$ cat config.mk
export PLATFORM = sky130hd
export DESIGN_NAME = muldiv_iter
export DESIGN_NICKNAME = d
export VERILOG_FILES = /design/src/rtl/muldiv_iter.sv
export SDC_FILE = /design/constraint.sdc
export NUM_CORES = 2
export LEC_CHECK = 0
export CAP_MARGIN = 25
export CORE_UTILIZATION = 40
export CTS_CLUSTER_SIZE = 20
export DETAILED_ROUTE_END_ITERATION = 8
export REMOVE_ABC_BUFFERS = 1
export SLEW_MARGIN = 40
export SYNTH_ARGS = -nofsm -noshare
export SYNTH_HDL_FRONTEND = slang
export SYNTH_SLANG_ARGS = --single-unit
$ cat constraint.sdc
create_clock -name clk -period 25.6 [get_ports clk]
set_input_delay 3.84 -clock clk [delete_from_list [all_inputs] [get_ports clk]]
set_output_delay 3.84 -clock clk [all_outputs]
set_load 0.1 [all_outputs]
$ cat src/rtl/muldiv_iter.sv
// Iterative RV64M/RV32M multiply/divide unit: shift-add multiplier, radix-2 restoring divider.
// One request in flight; the response is held until accepted or the operation is killed.
//
// state | meaning
// ------+---------------------------------------------------------------
// IDLE  | ready for a request; operands are prepared on acceptance
// MUL   | shift-add iterations, MUL_UNROLL multiplier bits per cycle
// DIV   | restoring divide iterations, one quotient bit per cycle
// DONE  | registered result presented until resp_ready (or kill)

module muldiv_iter #(
    parameter int XLEN       = 64,
    parameter int MUL_UNROLL = 4,
    parameter int EARLY_OUT  = 1
) (
    input  logic            clk,
    input  logic            rst,
    input  logic            req_valid,
    output logic            req_ready,
    input  logic [2:0]      req_op,
    input  logic            req_word,
    input  logic [XLEN-1:0] req_src1,
    input  logic [XLEN-1:0] req_src2,
    input  logic            kill,
    output logic            resp_valid,
    input  logic            resp_ready,
    output logic [XLEN-1:0] resp_data,
    output logic            busy
);

    localparam int PW = 2 * XLEN;
    localparam int CW = $clog2(XLEN + 1);

    localparam logic [CW-1:0] N_DIV_X = CW'(XLEN);
    localparam logic [CW-1:0] N_DIV_W = CW'(32);
    localparam logic [CW-1:0] N_MUL_X = CW'(XLEN / MUL_UNROLL);
    localparam logic [CW-1:0] N_MUL_W = CW'(32 / MUL_UNROLL);
    localparam logic [CW-1:0] CNT_ONE = CW'(1);

    typedef enum logic [1:0] {
        S_IDLE,
        S_MUL,
        S_DIV,
        S_DONE
    } state_t;

    // Reduce to the low 32 bits and sign/zero-extend when word is set.
    function automatic logic [XLEN-1:0] fit_w(input logic [XLEN-1:0] v,
                                              input logic word,
                                              input logic sgn);
        logic [XLEN-1:0] r;
        r = v;
        if (word) begin
            for (int i = 32; i < XLEN; i++) begin
                r[i] = sgn & v[31];
            end
        end
        return r;
    endfunction

    state_t state_q, state_d;

    logic [2:0]      op_q;
    logic            word_q;
    logic            neg_q;
    logic            neg_r;
    logic [CW-1:0]   cnt_q;
    logic [PW-1:0]   prod_q;
    logic [PW-1:0]   mcand_q;
    logic [XLEN-1:0] mplier_q;
    logic [XLEN-1:0] quo_q;
    logic [XLEN-1:0] rem_q;
    logic [XLEN-1:0] dvsr_q;
    logic [XLEN-1:0] resp_data_q;

    logic accept;

    // Request-side operand preparation
    logic            word_in;
    logic            sgn1_in;
    logic            sgn2_in;
    logic [XLEN-1:0] a_ext;
    logic [XLEN-1:0] b_ext;
    logic            neg1_in;
    logic            neg2_in;
    logic [XLEN-1:0] mag1_in;
    logic [XLEN-1:0] mag2_in;
    logic [XLEN-1:0] min_w;
    logic            b_zero;
    logic            ovf_in;
    logic            early_in;
    logic [XLEN-1:0] early_res;
    logic            neg_q_in;
    logic            neg_r_in;
    logic [CW-1:0]   cnt_in;

    always_comb begin
        word_in   = (XLEN == 64) && req_word;
        sgn1_in   = (req_op == 3'd1) || (req_op == 3'd2) || (req_op == 3'd4) || (req_op == 3'd6);
        sgn2_in   = (req_op == 3'd1) || (req_op == 3'd4) || (req_op == 3'd6);
        a_ext     = fit_w(req_src1, word_in, sgn1_in);
        b_ext     = fit_w(req_src2, word_in, sgn2_in);
        neg1_in   = sgn1_in & a_ext[XLEN-1];
        neg2_in   = sgn2_in & b_ext[XLEN-1];
        mag1_in   = neg1_in ? -a_ext : a_ext;
        mag2_in   = neg2_in ? -b_ext : b_ext;
        min_w     = word_in ? ({XLEN{1'b1}} << 31) : ({XLEN{1'b1}} << (XLEN - 1));
        b_zero    = (b_ext == '0);
        ovf_in    = sgn1_in && sgn2_in && (a_ext == min_w) && (b_ext == '1);
        early_in  = (EARLY_OUT != 0) && req_op[2] && (b_zero || ovf_in);

        early_res = '0;
        if (b_zero) begin
            early_res = req_op[1] ? fit_w(req_src1, word_in, 1'b1) : '1;
        end else if (ovf_in) begin
            early_res = req_op[1] ? '0 : fit_w(req_src1, word_in, 1'b1);
        end

        // A zero divisor must yield all-ones regardless of dividend sign.
        neg_q_in = 1'b0;
        if ((req_op == 3'd1) || (req_op == 3'd2)) begin
            neg_q_in = neg1_in ^ neg2_in;
        end else if (req_op == 3'd4) begin
            neg_q_in = (neg1_in ^ neg2_in) & ~b_zero;
        end
        neg_r_in = (req_op == 3'd6) & neg1_in;

        if (req_op[2]) begin
            cnt_in = word_in ? N_DIV_W : N_DIV_X;
        end else begin
            cnt_in = word_in ? N_MUL_W : N_MUL_X;
        end
    end

    // Multiply step and result selection
    logic [PW-1:0]   prod_step;
    logic [PW-1:0]   prod_fin;
    logic [XLEN-1:0] mul_hi;
    logic [XLEN-1:0] mul_res;

    always_comb begin
        prod_step = prod_q;
        for (int i = 0; i < MUL_UNROLL; i++) begin
            if (mplier_q[i]) begin
                prod_step = prod_step + (mcand_q << i);
            end
        end
        prod_fin = neg_q ? -prod_step : prod_step;
        mul_hi   = prod_fin[PW-1:XLEN];
        if (word_q) begin
            mul_hi[31:0] = prod_fin[63:32];
        end
        mul_res = fit_w((op_q == 3'd0) ? prod_fin[XLEN-1:0] : mul_hi, word_q, 1'b1);
    end

    // Restoring divide step; a W-form dividend sits in the low 32 bits of quo_q.
    logic            quo_msb;
    logic [XLEN:0]   rem_sh;
    logic            rem_ge;
    logic [XLEN-1:0] rem_step;
    logic [XLEN-1:0] quo_step;
    logic [XLEN-1:0] quo_fin;
    logic [XLEN-1:0] rem_fin;
    logic [XLEN-1:0] div_res;

    always_comb begin
        quo_msb  = word_q ? quo_q[31] : quo_q[XLEN-1];
        rem_sh   = {rem_q, quo_msb};
        rem_ge   = rem_sh >= {1'b0, dvsr_q};
        rem_step = rem_ge ? (rem_sh[XLEN-1:0] - dvsr_q) : rem_sh[XLEN-1:0];
        quo_step = {quo_q[XLEN-2:0], rem_ge};
        quo_fin  = neg_q ? -quo_step : quo_step;
        rem_fin  = neg_r ? -rem_step : rem_step;
        div_res  = fit_w(op_q[1] ? rem_fin : quo_fin, word_q, 1'b1);
    end

    always_ff @(posedge clk or posedge rst) begin
        if (rst) begin
            state_q <= S_IDLE;
        end else begin
            state_q <= state_d;
        end
    end

    always_comb begin
        state_d    = state_q;
        accept     = 1'b0;
        req_ready  = (state_q == S_IDLE);
        resp_valid = (state_q == S_DONE);
        busy       = (state_q != S_IDLE);
        case (state_q)
            S_IDLE: begin
                if (req_valid) begin
                    accept = 1'b1;
                    if (early_in) begin
                        state_d = S_DONE;
                    end else begin
                        state_d = req_op[2] ? S_DIV : S_MUL;
                    end
                end
            end
            S_MUL, S_DIV: begin
                if (kill) begin
                    state_d = S_IDLE;
                end else if (cnt_q == CNT_ONE) begin
                    state_d = S_DONE;
                end
            end
            S_DONE: begin
                if (kill || resp_ready) begin
                    state_d = S_IDLE;
                end
            end
            default: state_d = S_IDLE;
        endcase
    end

    always_ff @(posedge clk or posedge rst) begin
        if (rst) begin
            op_q        <= '0;
            word_q      <= 1'b0;
            neg_q       <= 1'b0;
            neg_r       <= 1'b0;
            cnt_q       <= '0;
            prod_q      <= '0;
            mcand_q     <= '0;
            mplier_q    <= '0;
            quo_q       <= '0;
            rem_q       <= '0;
            dvsr_q      <= '0;
            resp_data_q <= '0;
        end else begin
            if (accept) begin
                op_q     <= req_op;
                word_q   <= word_in;
                neg_q    <= neg_q_in;
                neg_r    <= neg_r_in;
                cnt_q    <= cnt_in;
                prod_q   <= '0;
                mcand_q  <= {{XLEN{1'b0}}, mag1_in};
                mplier_q <= mag2_in;
                quo_q    <= mag1_in;
                rem_q    <= '0;
                dvsr_q   <= mag2_in;
                if (early_in) begin
                    resp_data_q <= early_res;
                end
            end
            if ((state_q == S_MUL) && !kill) begin
                prod_q   <= prod_step;
                mcand_q  <= mcand_q << MUL_UNROLL;
                mplier_q <= mplier_q >> MUL_UNROLL;
                cnt_q    <= cnt_q - CNT_ONE;
                if (cnt_q == CNT_ONE) begin
                    resp_data_q <= mul_res;
                end
            end
            if ((state_q == S_DIV) && !kill) begin
                quo_q <= quo_step;
                rem_q <= rem_step;
                cnt_q <= cnt_q - CNT_ONE;
                if (cnt_q == CNT_ONE) begin
                    resp_data_q <= div_res;
                end
            end
        end
    end

    assign resp_data = resp_data_q;

endmodule
==> results.sh <==
export IMPL_rrSetupSlack_ns=7.66
export IMPL_synth_flop_cell="dfrtp_1"
export IMPL_path_class="flop to flop"
export IMPL_htree_num_levels=3
export IMPL_worst_pin_slew_ns=1.07
export IMPL_start_util=0.403
export IMPL_failed_checks="DRC"
export IMPL_hold_buffers=0
export IMPL_cts_tree="yes"
export IMPL_hold_path_cell_count=2
export IMPL_wl_mm=614
export IMPL_layout_drive_gt1_share=0.0740
export IMPL_reg2reg_depth=48
export IMPL_vias=117000
export IMPL_synth_lib_cells_used_distinct=126
export IMPL_num_rows=175
export IMPL_yosysSeqAreaShare=0.161
export IMPL_syn_inst=13400
export IMPL_setup_slack_ns=7.66
export IMPL_drv_slew=0
export IMPL_pre_cts_ws_ns=9.03
export IMPL_final_cell_mix="nand2_1 (1823), a21oi_1 (1324), nor2_1 (1305), o21ai_0 (1263), dfrtp_1 (583)"
export IMPL_yosysTopAreaCell="dfrtp_1"
export IMPL_fin_tns_setup_ns=0
export IMPL_clkLatencyLatePin_ns=0.83
export IMPL_synth_compound_area_frac=0.345
export IMPL_r2r_start="mcand_q[0]"
export IMPL_fp_dieH_um=481
export IMPL_slowest_delay_ns=0.78
export IMPL_fin_crit_sh=0.701
export IMPL_first_global_vias=106000
export IMPL_postCtsSetupRepairBufs=0
export IMPL_gp_congestion=1.12
export IMPL_synthAdderAreaFrac=0.0801
export IMPL_cts_buffers_inserted=82
export IMPL_die_width_um=481
export IMPL_clockBufferDepth=3
export IMPL_crit_path_end_kind="flop"
export IMPL_path_max_fanout=10
export IMPL_clk_pin_slew_ns=0.06
export IMPL_synth_edf_count=0
export IMPL_syn_area_mm2=0.0917
export IMPL_routed_via_density=7.20
export IMPL_ys_ff_latch=591
export IMPL_drt_iter0_markers=17600
export IMPL_synth_top_family_by_area="compound AO/OA/AOI/OAI gates"
export IMPL_nets=13800
export IMPL_grt_pass1_wl_mm=835
export IMPL_synthTopCellsByArea="dfrtp_1 (16%), ha_1 (7.9%), nand2_1 (7.5%)"
export IMPL_boundaryPins=204
export IMPL_finalSetupViolCount=0
export IMPL_hpwl_mm=502
export IMPL_clock_skew_ns=0.110
export IMPL_yosys_area_share_simple=0.270
export IMPL_async_reset_ff_frac=1.00
export IMPL_wl_per_cell_um=37.9
export IMPL_cts_root_buf="clkbuf_16"
export IMPL_crit_required_ns=26.30
export IMPL_synth_avg_cell_area_um2=6.87
export IMPL_fmax_mhz=55.7
export IMPL_hold_end="mplier_q[4]"
export IMPL_min_from="mplier_q[8]"
export IMPL_ant_nets=0
export IMPL_rsz0062_at_grt="false"
export IMPL_cp_arrival_ns=18.64
export IMPL_relSlewSlack=0.283
export IMPL_fin_crit_ns=17.94
export IMPL_status="complete, but fails checks"
export IMPL_yosys_warnings=0
export IMPL_setup_worst_path_start_class="flop"
export IMPL_grt_usage=0.511
export IMPL_drc=15
export IMPL_grt_max_degree=154
export IMPL_fillers=24100
export IMPL_area_growth_syn_to_layout_pct=9.12
export IMPL_cts_sinks=591
export IMPL_rr_endpoint="resp_data[50]"
export IMPL_die_area_mm2=0.231
export IMPL_synth_xor_area_share=0.0646
export IMPL_antenna_found_initial=53
export IMPL_netlist_area_leader_share=0.161
export IMPL_core_mm2=0.227
export IMPL_post_cts_resized=0
export IMPL_cp_slowest_cell="nor4b_1"
export IMPL_dr_pass1_iters=9
export IMPL_hp_class="flop to flop"
export IMPL_cap_violations=0
export IMPL_final_common_cell="nand2_1"
export IMPL_hold_violations=0
export IMPL_synth_mux_area_frac=0.0327
export IMPL_io_buffer_count=203
export IMPL_grt_overflow=0
[state kept, by name, summed over array words and instances (netlist names)]
name	flops
mcand_q	128
prod_q	128
dvsr_q	64
mplier_q	64
quo_q	64
rem_q	64
resp_data	64
cnt_q	7
op_q	3
state_q	2
neg_q	1
neg_r	1
word_q	1
[critical path, delay by kind of cell (launching register included)]
| family | cells | cell delay [ns] |
|---|---|---|
| xor gates and xnor gates | 5 | 1.60 |
| and+or+nand+nor | 12 | 5.01 |
| adders and majority gates | 5 | 2.06 |
| AOI/OAI and AO/OA | 22 | 7.72 |
| buffers and inverters | 1 | 0.20 |
| DFF | 1 | 0.44 |
| muxes | 3 | 0.78 |
[worst max path at each step]
stage	from	to	slack (ns)	cells past startpoint
2_1_floorplan	kill	prod_q[101]	-10.09	3
3_3_place_gp	mcand_q[39]	resp_data[57]	8.24	45
3_5_place_dp	mcand_q[0]	resp_data[57]	9.03	48
4_1_cts	mcand_q[0]	resp_data[57]	8.93	48
5_1_grt	mcand_q[0]	resp_data[57]	8.10	46
6_report	mcand_q[0]	resp_data[50]	7.66	48
[synthesized netlist by cell type, drive strengths merged, types with 55 or more instances]
master,n
a21boi,80
xor2,289
nand2b,128
buf,193
o21ai,1352
a22o,142
o221ai,57
xnor2,385
dfrtp,591
o22ai,58
nor3,353
a21oi,1339
and4,66
mux2i,164
clkbuf,624
nor4,149
a221oi,91
o211ai,137
o21a,133
ha,578
or3,135
or2,68
a31oi,150
o21bai,93
and3,95
a21o,271
mux2,120
a211oi,173
o31ai,210
nor2b,92
a211o,55
nand3,312
nand2,1828
inv,251
nand4,410
nor2,1322
and2,72
[layer usage]
layer	vias up	wire length, um	GRT usage
li1	49600	-	-
met1	56600	231000	0.621
met2	8405	245000	0.725
met3	1811	86100	0.211
met4	56	51500	0.353
met5	-	848	0.0106
[per-stage QoR]
stage / cell area [um2] / hold slack, ns / utilization / instances
after floorplan: 88300 / 0.445 / - / 12500
after global placement: 96200 / 0.456 / 0.423 / 16000
after detailed placement: 96600 / 0.462 / 0.425 / 16000
after CTS: 99500 / 0.475 / 0.437 / 16100
after global routing: 100000 / 0.492 / 0.440 / 16200
final: 100000 / 0.468 / 0.440 / 16200
[logic make-up (layout without fill, tap and decap cells)]
family,count (synthesis),after routing
flops,591,591
simple gates,5228,5228
mux,284,284
other cells,0,23
fa+ha+maj,584,584
compound gates,4919,4919
xor+xnor,675,675
buf+inv,1070,867
[final cells by class]
| class | instances | area [um2] | area share |
|---|---|---|---|
| Timing Repair Buffer | 466 | 3820 | 0.0382 |
| Tap cell | 3009 | 3760 | 0.0376 |
| Antenna cell | 23 | 57.6 | 0.000575 |
| Clock inverter | 40 | 541 | 0.00540 |
| Sequential cell | 591 | 14800 | 0.148 |
| Clock buffer | 108 | 2330 | 0.0233 |
| Inverter | 253 | 961 | 0.00961 |
| Multi-Input combinational cell | 11700 | 73800 | 0.737 |
Power is left out: the tool's default activity adds up to more than one toggle a clock period on the data nets, which glitch-free logic cannot reach.
